===== src/rtl/butterfly_pipe.sv =====
// Radix-2 FFT butterfly, three register stages:
//   S1 operand capture, S2 full-precision products, S3 rounded/saturated results.
// The whole pipe advances on one global enable, which gives full backpressure
// without skid buffers. ovf is sticky and records any clamped output component.
module butterfly_pipe #(
  parameter int WIDTH   = 16,
  parameter int TW_FRAC = WIDTH/2 - 1
) (
  input  logic             clk,
  input  logic             reset,
  input  logic             in_valid,
  output logic             in_ready,
  input  logic [WIDTH-1:0] input1,
  input  logic [WIDTH-1:0] input2,
  input  logic [WIDTH-1:0] twiddle,
  input  logic             inverse,
  input  logic             scale,
  output logic             out_valid,
  input  logic             out_ready,
  output logic [WIDTH-1:0] output1,
  output logic [WIDTH-1:0] output2,
  output logic             ovf,
  input  logic             ovf_clear
);

  localparam int H  = WIDTH/2;
  localparam int PW = 2*H;      // one B*W partial product
  localparam int TW = 2*H + 2;  // sum of two products plus rounding headroom
  localparam int RW = H + 2;    // rounded term and A +/- term

  localparam logic signed [H-1:0]  S_MAX = {1'b0, {(H-1){1'b1}}};
  localparam logic signed [H-1:0]  S_MIN = {1'b1, {(H-1){1'b0}}};
  localparam logic signed [TW-1:0] RND   = TW'(1) << (TW_FRAC-1);

  logic en;

  // S1 registers
  logic             s1_valid_q, s1_valid_d;
  logic [WIDTH-1:0] s1_a_q, s1_a_d;
  logic [WIDTH-1:0] s1_b_q, s1_b_d;
  logic [WIDTH-1:0] s1_w_q, s1_w_d;
  logic             s1_inv_q, s1_inv_d;
  logic             s1_scale_q, s1_scale_d;

  // S2 registers
  logic                 s2_valid_q, s2_valid_d;
  logic [WIDTH-1:0]     s2_a_q, s2_a_d;
  logic                 s2_scale_q, s2_scale_d;
  logic signed [PW-1:0] s2_p_rr_q, s2_p_rr_d;
  logic signed [PW-1:0] s2_p_ii_q, s2_p_ii_d;
  logic signed [PW-1:0] s2_p_ri_q, s2_p_ri_d;
  logic signed [PW-1:0] s2_p_ir_q, s2_p_ir_d;

  // S3 registers
  logic             out_valid_q, out_valid_d;
  logic [WIDTH-1:0] out1_q, out1_d;
  logic [WIDTH-1:0] out2_q, out2_d;
  logic             ovf_q, ovf_d;

  assign en        = !out_valid_q || out_ready;
  assign in_ready  = en;
  assign out_valid = out_valid_q;
  assign output1   = out1_q;
  assign output2   = out2_q;
  assign ovf       = ovf_q;

  // Clamp to H bits; the MSB of the result flags that clamping happened.
  function automatic logic [H:0] sat(input logic signed [RW-1:0] x);
    if (x > RW'(S_MAX))      sat = {1'b1, S_MAX};
    else if (x < RW'(S_MIN)) sat = {1'b1, S_MIN};
    else                     sat = {1'b0, x[H-1:0]};
  endfunction

  // S1 next state: capture the incoming beat when the pipe advances
  always_comb begin
    s1_valid_d = s1_valid_q;
    s1_a_d     = s1_a_q;
    s1_b_d     = s1_b_q;
    s1_w_d     = s1_w_q;
    s1_inv_d   = s1_inv_q;
    s1_scale_d = s1_scale_q;
    if (en) begin
      s1_valid_d = in_valid;
      s1_a_d     = input1;
      s1_b_d     = input2;
      s1_w_d     = twiddle;
      s1_inv_d   = inverse;
      s1_scale_d = scale;
    end
  end

  logic signed [H-1:0] b_re, b_im, w_re, w_im, w_im_c;
  assign b_re = s1_b_q[H-1:0];
  assign b_im = s1_b_q[WIDTH-1:H];
  assign w_re = s1_w_q[H-1:0];
  assign w_im = s1_w_q[WIDTH-1:H];

  // S2 next state: conjugate the twiddle if asked, then form the four products
  always_comb begin
    w_im_c = w_im;
    if (s1_inv_q) w_im_c = (w_im == S_MIN) ? S_MAX : -w_im;
    s2_valid_d = s2_valid_q;
    s2_a_d     = s2_a_q;
    s2_scale_d = s2_scale_q;
    s2_p_rr_d  = s2_p_rr_q;
    s2_p_ii_d  = s2_p_ii_q;
    s2_p_ri_d  = s2_p_ri_q;
    s2_p_ir_d  = s2_p_ir_q;
    if (en) begin
      s2_valid_d = s1_valid_q;
      s2_a_d     = s1_a_q;
      s2_scale_d = s1_scale_q;
      s2_p_rr_d  = PW'(b_re) * PW'(w_re);
      s2_p_ii_d  = PW'(b_im) * PW'(w_im_c);
      s2_p_ri_d  = PW'(b_re) * PW'(w_im_c);
      s2_p_ir_d  = PW'(b_im) * PW'(w_re);
    end
  end

  // index 0 = real, 1 = imaginary
  logic signed [H-1:0]  a2    [2];
  logic signed [TW-1:0] t_full[2];
  logic signed [TW-1:0] t_rnd [2];
  logic signed [RW-1:0] t_r   [2];
  logic signed [RW-1:0] s_v   [2];
  logic signed [RW-1:0] d_v   [2];
  logic [H:0]           s_sat [2];
  logic [H:0]           d_sat [2];

  // Combine products, round half-up, form A +/- t, optional halving, saturate
  always_comb begin
    t_full[0] = TW'(s2_p_rr_q) - TW'(s2_p_ii_q);
    t_full[1] = TW'(s2_p_ri_q) + TW'(s2_p_ir_q);
    for (int k = 0; k < 2; k++) begin
      a2[k]    = s2_a_q[k*H +: H];
      t_rnd[k] = t_full[k] + RND;
      t_r[k]   = t_rnd[k][RW+TW_FRAC-1:TW_FRAC];
      s_v[k]   = RW'(a2[k]) + t_r[k];
      d_v[k]   = RW'(a2[k]) - t_r[k];
      if (s2_scale_q) begin
        s_v[k] = s_v[k] >>> 1;
        d_v[k] = d_v[k] >>> 1;
      end
      s_sat[k] = sat(s_v[k]);
      d_sat[k] = sat(d_v[k]);
    end
  end

  // S3 next state: load results; sticky overflow where a set beats a clear
  always_comb begin
    out_valid_d = out_valid_q;
    out1_d      = out1_q;
    out2_d      = out2_q;
    ovf_d       = ovf_q & ~ovf_clear;
    if (en) begin
      out_valid_d = s2_valid_q;
      out1_d      = {s_sat[1][H-1:0], s_sat[0][H-1:0]};
      out2_d      = {d_sat[1][H-1:0], d_sat[0][H-1:0]};
      if (s2_valid_q && (s_sat[0][H] || s_sat[1][H] || d_sat[0][H] || d_sat[1][H]))
        ovf_d = 1'b1;
    end
  end

  // All pipeline registers; reset discards in-flight beats
  always_ff @(posedge clk or posedge reset) begin
    if (reset) begin
      s1_valid_q  <= 1'b0;
      s1_a_q      <= '0;
      s1_b_q      <= '0;
      s1_w_q      <= '0;
      s1_inv_q    <= 1'b0;
      s1_scale_q  <= 1'b0;
      s2_valid_q  <= 1'b0;
      s2_a_q      <= '0;
      s2_scale_q  <= 1'b0;
      s2_p_rr_q   <= '0;
      s2_p_ii_q   <= '0;
      s2_p_ri_q   <= '0;
      s2_p_ir_q   <= '0;
      out_valid_q <= 1'b0;
      out1_q      <= '0;
      out2_q      <= '0;
      ovf_q       <= 1'b0;
    end else begin
      s1_valid_q  <= s1_valid_d;
      s1_a_q      <= s1_a_d;
      s1_b_q      <= s1_b_d;
      s1_w_q      <= s1_w_d;
      s1_inv_q    <= s1_inv_d;
      s1_scale_q  <= s1_scale_d;
      s2_valid_q  <= s2_valid_d;
      s2_a_q      <= s2_a_d;
      s2_scale_q  <= s2_scale_d;
      s2_p_rr_q   <= s2_p_rr_d;
      s2_p_ii_q   <= s2_p_ii_d;
      s2_p_ri_q   <= s2_p_ri_d;
      s2_p_ir_q   <= s2_p_ir_d;
      out_valid_q <= out_valid_d;
      out1_q      <= out1_d;
      out2_q      <= out2_d;
      ovf_q       <= ovf_d;
    end
  end

endmodule

===== config.mk =====
export PLATFORM = sky130hd
export DESIGN_NAME = butterfly_pipe
export DESIGN_NICKNAME = d
export VERILOG_FILES = /design/src/rtl/butterfly_pipe.sv
export SDC_FILE = /design/constraint.sdc
export NUM_CORES = 1
export LEC_CHECK = 0
export ABC_AREA = 1
export CORE_MARGIN = 4
export CORE_UTILIZATION = 55
export CTS_CLUSTER_DIAMETER = 100
export DETAILED_ROUTE_END_ITERATION = 12
export PLACE_DENSITY = 0.71
export SLEW_MARGIN = 20
export SYNTH_ARGS = -nofsm -noshare
export SYNTH_HDL_FRONTEND = slang
export SYNTH_SLANG_ARGS = --single-unit
export TNS_END_PERCENT = 30

===== constraint.sdc =====
create_clock -name clk -period 7.8 [get_ports clk]
set_clock_uncertainty 0.1 [all_clocks]
set_input_delay 1.56 -clock clk [delete_from_list [all_inputs] [get_ports clk]]
set_output_delay 1.56 -clock clk [all_outputs]
set_load 0.005 [all_outputs]

After elaboration in Yosys (flattened, before gate mapping)
Index checks and enable logic that the tools add are counted.
{"block": "op_classes", "add_sub_neg": 9, "n_eq_ne": 1, "n_mux": 16, "magnitude_cmp": 8, "n_reduce_logical": 6, "bitwise": 2, "n_mul": 4}
{"op": "$mux 9", "n": 12}
{"op": "$mul 8x8->16", "n": 4}
{"op": "$gt 10x8->1 const B", "n": 4}
{"op": "$lt 10x8->1 const B", "n": 4}
{"op": "$add 17x8->17 const B", "n": 2}
{"op": "$add 8x10->10", "n": 2}
{"op": "$sub 8x10->10", "n": 2}
{"op": "$add 16x16->17", "n": 1}
{"op": "$sub 16x16->17", "n": 1}
{"op": "$mux 8", "n": 2}
{"op": "$eq 8x8->1 const B", "n": 1}
{"op": "$neg 8->8", "n": 1}
{"op": "$logic_or 1x1->1", "n": 4}
{"op": "$mux 1", "n": 2}
{"op": "$and 1x1->1", "n": 1}
{"op": "$logic_and 1x1->1", "n": 1}
{"op": "$logic_not 1->1", "n": 1}
{"op": "$not 1->1", "n": 1}
{"block": "totals", "output_inout_bits": 35, "wordCells": 63, "register_bits": 167}

Depth between registers and ports, before layout
Gate-level depths: netlist of run 1.
{"block": "depth", "word_depth": 13, "mapped_depth": 32}

Least setup slack after synthesis of run 1
No wires, ideal clock.
{"block": "synth_path", "kind": "reg2reg", "from": "reg s1_w_q[8]", "to": "reg s2_p_ri_q[15]", "t_arrival_ns": 5.169, "synth_period_minus_slack_ns": 5.399, "path_slack_ns": 2.401, "setup_time_ns": 0.130, "stages_incl_launch_ff": 31, "required_time_ns": 7.570, "path_cell_list": "dfrtp_1 > inv_1 > ha_1 > inv_1 > nor3_1 > inv_1 > nor3_1 > inv_1 > nor3_1 > nand2_1 > nand2_1 > inv_1 > buf_2 > nor2_1 > fa_1 > inv_1 > fa_1 > fa_1 > fa_1 > inv_1 > ha_1 > nand2_1 > nor3_1 > nand3_1 > nand3_1 > nand2_1 > inv_1 > o21ai_0 > a21oi_1 > nand3b_1 > o21ai_0"}
{"block": "synth_via", "elab_chain_len": 4, "elab_cells_between_ends": 5, "cone_classes": "1 x add/sub; 1 x mul; 1 x eq/ne; 2 x mux"}
{"item": "start: declaration", "line": "41", "text": "logic [WIDTH-1:0] s1_w_q, s1_w_d;"}
{"item": "start signal: assignment", "line": "188", "text": "s1_w_q <= s1_w_d;"}
{"item": "$neg 8->8 or $eq 8x8->1 (tied branches)", "line": "101", "text": "if (s1_inv_q) w_im_c = (w_im == S_MIN) ? S_MAX : -w_im;"}
{"item": "$mux 8", "line": "101"}
{"item": "$mux 8 *", "line": "101"}
{"item": "$mul 8x8->16 *", "line": "115", "text": "s2_p_ri_d = PW'(b_re) * PW'(w_im_c);"}
{"item": "end signal: assignment", "line": "196", "text": "s2_p_ri_q <= s2_p_ri_d;"}
{"item": "end: declaration", "line": "51", "text": "logic signed [PW-1:0] s2_p_ri_q, s2_p_ri_d;"}
Every way passes the cells marked *; elsewhere a longest branch is shown, timed or not.
A chain may end at the register's enable or synchronous reset.

Worst setup path after layout of run 1
Same ends and word-level chain as after synthesis.

==> results of run 1 <==
## cell usage after synthesis (all sizes together)
master / count
o31ai: 3
nand3: 79
o22ai: 6
o21bai: 12
a31oi: 28
clkbuf: 69
dfrtp: 167
o21a: 1
inv: 511
xor2: 52
a21oi: 93
buf: 16
a22o: 1
nor3b: 2
a21o: 9
clkinv: 5
and3: 1
or2: 16
o2111ai: 5
xnor2: 24
nand3b: 3
o211ai: 11
nand4: 1
ha: 215
o21ai: 140
nor2: 180
a31o: 1
and2: 3
fa: 224
nor3: 25
nand2: 665
## layout make-up
type	count	area [sq um]	share of cell area
Timing Repair Buffer	96	943	0.0432
Tap cell	461	577	0.0264
Multi-Input combinational cell	1800	13600	0.623
Inverter	516	1950	0.0894
Clock inverter	15	154	0.00705
Sequential cell	167	4180	0.191
Clock buffer	17	425	0.0195
## flip-flops by register name (all words and copies together) (netlist names), 16 cells and up
| signal | cells |
|---|---|
| output1 | 16 |
| output2 | 16 |
| s1_a_q | 16 |
| s1_b_q | 16 |
| s1_w_q | 16 |
| s2_a_q | 16 |
| s2_p_ii_q | 16 |
| s2_p_ir_q | 16 |
| s2_p_ri_q | 16 |
| s2_p_rr_q | 16 |
## metal layers
metal / routed length, microns / global-route usage / vias to the layer above
li1: - / - / 7912
met1: 21800 / 0.359 / 7840
met2: 22300 / 0.420 / 420
met3: 3170 / 0.0484 / 56
met4: 899 / 0.0618 / 0
met5: 0 / 0 / -
## final timing paths
check	startpoint	to	depth (start not counted)
worst max-delay path	s1_w_q[8]	s2_p_ri_q[15]	29
worst min register to register	s1_a_q[3]	s2_a_q[3]	2
worst min-delay path	s1_a_q[3]	s2_a_q[3]	2
worst max register to register	s1_w_q[8]	s2_p_ri_q[15]	29
min in group asynchronous	reset	s1_w_q[1]	2
max in group asynchronous	reset	s2_p_ir_q[14]	3
## stage by stage
step / hold slack, ps / setup slack, ps
floorplan: 342 / 1620
global placement: 352 / 1970
detailed placement: 354 / 1730
CTS: 377 / 1680
global route: 405 / 1160
finish: 373 / 1680
## worst min-delay path, cell delays in order, from the launching register on
cell and delay (ps):
dfrtp_1 350, nand2_1 50, nand2_1 50
## logic make-up (layout without fill, tap and decap cells)
family | Yosys count | after routing
compound gates | 310 | 310
fa+ha+maj | 439 | 439
buf+inv | 601 | 644
simple gates | 975 | 975
xor+xnor | 76 | 76
flops | 167 | 167
==> metrics, run 1 <==
H-tree lvl count 4; row count 69; Via density 5.28; fmax 163 MHz; DP HPWL 38,500 microns; Layout Nets 3,092; routability congestion estimate 0.908; CTS Buffer Depth 2; gr ovfl total 0; Final Setup Violations 0; min Tclk post-route 6120 ps; Synth Net Count 3,062; XOR/XNOR Fraction of Synth Area 0.0332; worst path bufs/invs 8; Yosys top cell by area fa_1; clock sinks 167; Die Wd 199 microns; post-synthesis adder-cell area fraction 0.358; Mean Syn Cell Area 7.81 sq um; synth top area cells fa_1 (22%), dfrtp_1 (21%), ha_1 (13%); setup bufs post-CTS 0; CP Capture Type register; Hold Crit Class reg -> reg; Compound-Gate Fraction of Synth Area 0.0879; dpl cells 3,040; number of I/O pins 90; GR Util All Layers 0.257; Layout Cells excl Fill 3,072; Post-Synth Simple-Gate Area 0.199; CTS root buf clkbuf_16; Synth Warn # 0; total CTS buffers 17; endpoints failing hold 0; Seq/Total Area, Yosys 0.208; r2r setup slk 1680 ps; Worst slew margin 0.356; largest net degree at the start of global routing 118; area grow syn2layout 8.79%; Max-cap violations 0; # DRC 0; vias in the first global route 16,644; commonest non-fill, non-tap cell in the layout nand2_1; synthesized instance count 2,568; routed vias 16,228; die area 39,600 sq um; TritonRoute pass-1 iters 8; Max Slew Vio Count 0; CTS tree yes; largest family of logic cells by synthesized area adder cells; drt wl/cell 15.7 microns; fill cell count 3,283; unrepaired setup endpoints after global routing false; core area 35,700 sq um; critical path's slowest cell fa_1; post-CTS sizing 0; final setup TNS 0 ps; Design Area, Final 21,800 sq um; first-pass GRT wire length 82,200 microns; antenna violations before repair 0; Unique masters post-synth 47; Ant. Diodes 0; crit-path most repeated cell inv_1; post-layout util 0.611; DIE HEIGHT 199 microns; most frequent cells in the layout nand2_1 (658), inv_1 (498), fa_1 (224), ha_1 (215), nor2_1 (176); CP max FO 14; Worst EP arrival 6330 ps; CTS Hold Bufs 0; CTS clk-pin slew, worst paths 80 ps; WP data required 8010 ps; Critical Setup Path Class reg -> reg; Synth Register Bits 167; share of the synthesized area in the top cell type 0.223; final period utilization 0.785; Post-Place Cell Area 21,200 sq um; status complete, no violations; mux cell area share after synthesis 0; DRT iter0 DRCs 980; CP max stage delay 550 ps; Syn Std Cell Area 20,100 sq um; post-route ant nets 0; layout cells sized above 1 0.0410; Startpoint Class register; Worst-Skew Late Latency 450 ps; WL final 48,200 microns; crit-path leading delay family adder cells; Port-buffer cells 89; Slew @ Worst Pin 966 ps; Initial Utilization 0.561
Power of run 1 is left out: the tool's default activity adds up to more than one toggle a clock period on the data nets, which glitch-free logic cannot reach.
==> run 2, diff against run 1 <==
==> constraint.sdc (replaced) <==
create_clock -name clk -period 6.01 [get_ports clk]
set_clock_uncertainty 0.1 [all_clocks]
set_input_delay 1.202 -clock clk [delete_from_list [all_inputs] [get_ports clk]]
set_output_delay 1.202 -clock clk [all_outputs]
set_load 0.005 [all_outputs]
==> run 2 against run 1 <==
  * Worst setup slack worse by 1500 ps
  * Critical path depth up 1
  * Final area up 2.4%
  * Via count up 1.5%
  * Die area unchanged
  * Critical path type unchanged
  * Highest routed layer is now met5
==> metrics, run 2 (synthesis gave the netlist of run 1 again) <==
status complete, no violations; Worst EP arrival 6080 ps (-250 ps); drt wl/cell 15.8 microns (+0.56%); unrepaired setup endpoints after global routing true; Hold Crit Class reg -> reg; row count 69 (unchanged); Via density 5.31 (+0.48%); Layout Nets 3,122 (+0.97%); WL final 48,900 microns (+1.5%); Worst-Skew Late Latency 450 ps (about the same); vias in the first global route 16,507 (-0.82%); area grow syn2layout 11.4%; WP data required 6280 ps (-1730 ps); FF-to-FF Start s1_w_q[8]; fmax 172 MHz (+5.4%); DIE HEIGHT 199 microns (unchanged); hold path start s1_a_q[2]; Die Wd 199 microns (unchanged); Final Setup Violations 0 (unchanged); CTS root buf clkbuf_16; CP max FO 8 (-6); commonest non-fill, non-tap cell in the layout nand2_1; clock sinks 167 (unchanged); CTS Hold Bufs 0 (unchanged); GR Util All Layers 0.256 (-0.00106); CTS Buffer Depth 2 (unchanged); Startpoint Class register; worst hold path depth 2 (unchanged); endpoints failing hold 0 (unchanged); layout cells sized above 1 0.0666 (+0.0257); largest net degree at the start of global routing 76 (-36%); crit-path leading delay family adder cells; Slew @ Worst Pin 927 ps (-39.3 ps); min Tclk post-route 5810 ps (-312 ps); crit-path most repeated cell inv_1; r2r setup slk 200 ps (-1480 ps); routability congestion estimate 0.922 (+1.5%); dpl cells 3,052 (+0.39%); gr ovfl total 0 (unchanged); routed vias 16,465 (+1.5%); die area 39,600 sq um (unchanged); CP max stage delay 590 ps (+40 ps); reg2reg end s2_p_ii_q[15]; final period utilization 0.967 (+0.182); CP Capture Type register; CTS clk-pin slew, worst paths 70 ps (about the same); worst path bufs/invs 11 (+3); H-tree lvl count 4 (unchanged); first-pass GRT wire length 81,900 microns (-0.34%); worst hold endpoint s2_a_q[2]; total CTS buffers 17 (unchanged); Max Slew Vio Count 0 (unchanged); critical path's slowest cell fa_2; post-layout util 0.625 (+0.0145); most frequent cells in the layout nand2_1 (653), inv_1 (497), fa_1 (219), ha_1 (205), nor2_1 (168); fill cell count 3,210 (-2.2%); Critical Setup Path Class reg -> reg; Port-buffer cells 89 (unchanged); Ant. Diodes 0 (unchanged); Initial Utilization 0.561 (unchanged); Layout Cells excl Fill 3,102 (+0.98%); Max-cap violations 0 (unchanged); number of I/O pins 90 (unchanged); core area 35,700 sq um (unchanged); Design Area, Final 22,300 sq um (+2.4%); post-route ant nets 0 (unchanged); CTS tree yes; Worst slew margin 0.382 (+0.0262); antenna violations before repair 0 (unchanged); DP HPWL 38,900 microns (+0.99%); TritonRoute pass-1 iters 5 (-3); DRT iter0 DRCs 970 (-1.0%); Post-Place Cell Area 21,300 sq um (+0.42%); # DRC 0 (unchanged); R2R cell count 30 (+3.4%)
==> run 2: cell types whose count changed in the layout (fill, tap and decap cells not counted), moves of 7 or more <==
cell	change
buf_4	+27
nor2_2	+8
nor2_1	-8
ha_1	-10
o21ai_1	+7
ha_4	+10
o21ai_0	-9
==> run 2: worst reg2reg max path: cells and delay by family (launching register included) <==
| family | cells | cell delay (ps) |
|---|---|---|
| buf+inv | 11 | 1170 |
| flops | 1 | 380 |
| xor+xnor | 1 | 160 |
| simple gates | 10 | 1260 |
| fa+ha+maj | 6 | 2460 |
| compound gates | 2 | 200 |
==> run 2: timing repair <==
item	CTS	global route
hold endpoints to repair	0	0
pin swaps	0	12
resized for setup	1	53
cloned	0	1
endpoints found under the setup margin	2	10
buffers inserted	0	17
==> run 2: through the flow <==
step	setup TNS [ps]	setup slack, ps	hold slack (ps)
floorplan	0	190	342
detailed placement	0	9.70	354
CTS	0	130	374
global route	-430	-114	394
finish	0	199	372
global placement	0	109	350
==> run 2: layout make-up <==
type	instances	area [sq um]	share of cell area
clock buffers	18	439	0.0197
clock inverters	14	186	0.00834
inverters	516	1950	0.0874
multi-input cells	1800	13800	0.619
flip-flops and latches	167	4180	0.187
well taps	461	577	0.0258
repair buffers	125	1180	0.0527
repair inverters	1	7.51	0.000336
==> run 2: worst max-delay path by stage <==
stage,startpoint,to,slack [ps],cells past startpoint
floorplan,reset,out_valid,190,1
global placement,s1_w_q[8],s2_p_ri_q[15],110,29
detailed placement,s1_w_q[8],s2_p_ri_q[15],10,29
CTS,s1_w_q[8],s2_p_ri_q[15],130,29
global route,s1_w_q[8],s2_p_ri_q[11],-110,29
finish,s1_w_q[8],s2_p_ii_q[15],200,30
==> run 2: routing by layer <==
metal / track usage / vias up / share of wire
li1: - / 7974 / -
met1: 0.363 / 7958 / 0.45
met2: 0.405 / 459 / 0.46
met3: 0.0471 / 72 / 0.065
met4: 0.0727 / 2 / 0.025
met5: 0.00988 / - / 0.00098
Power of run 2 is left out for the same reason.
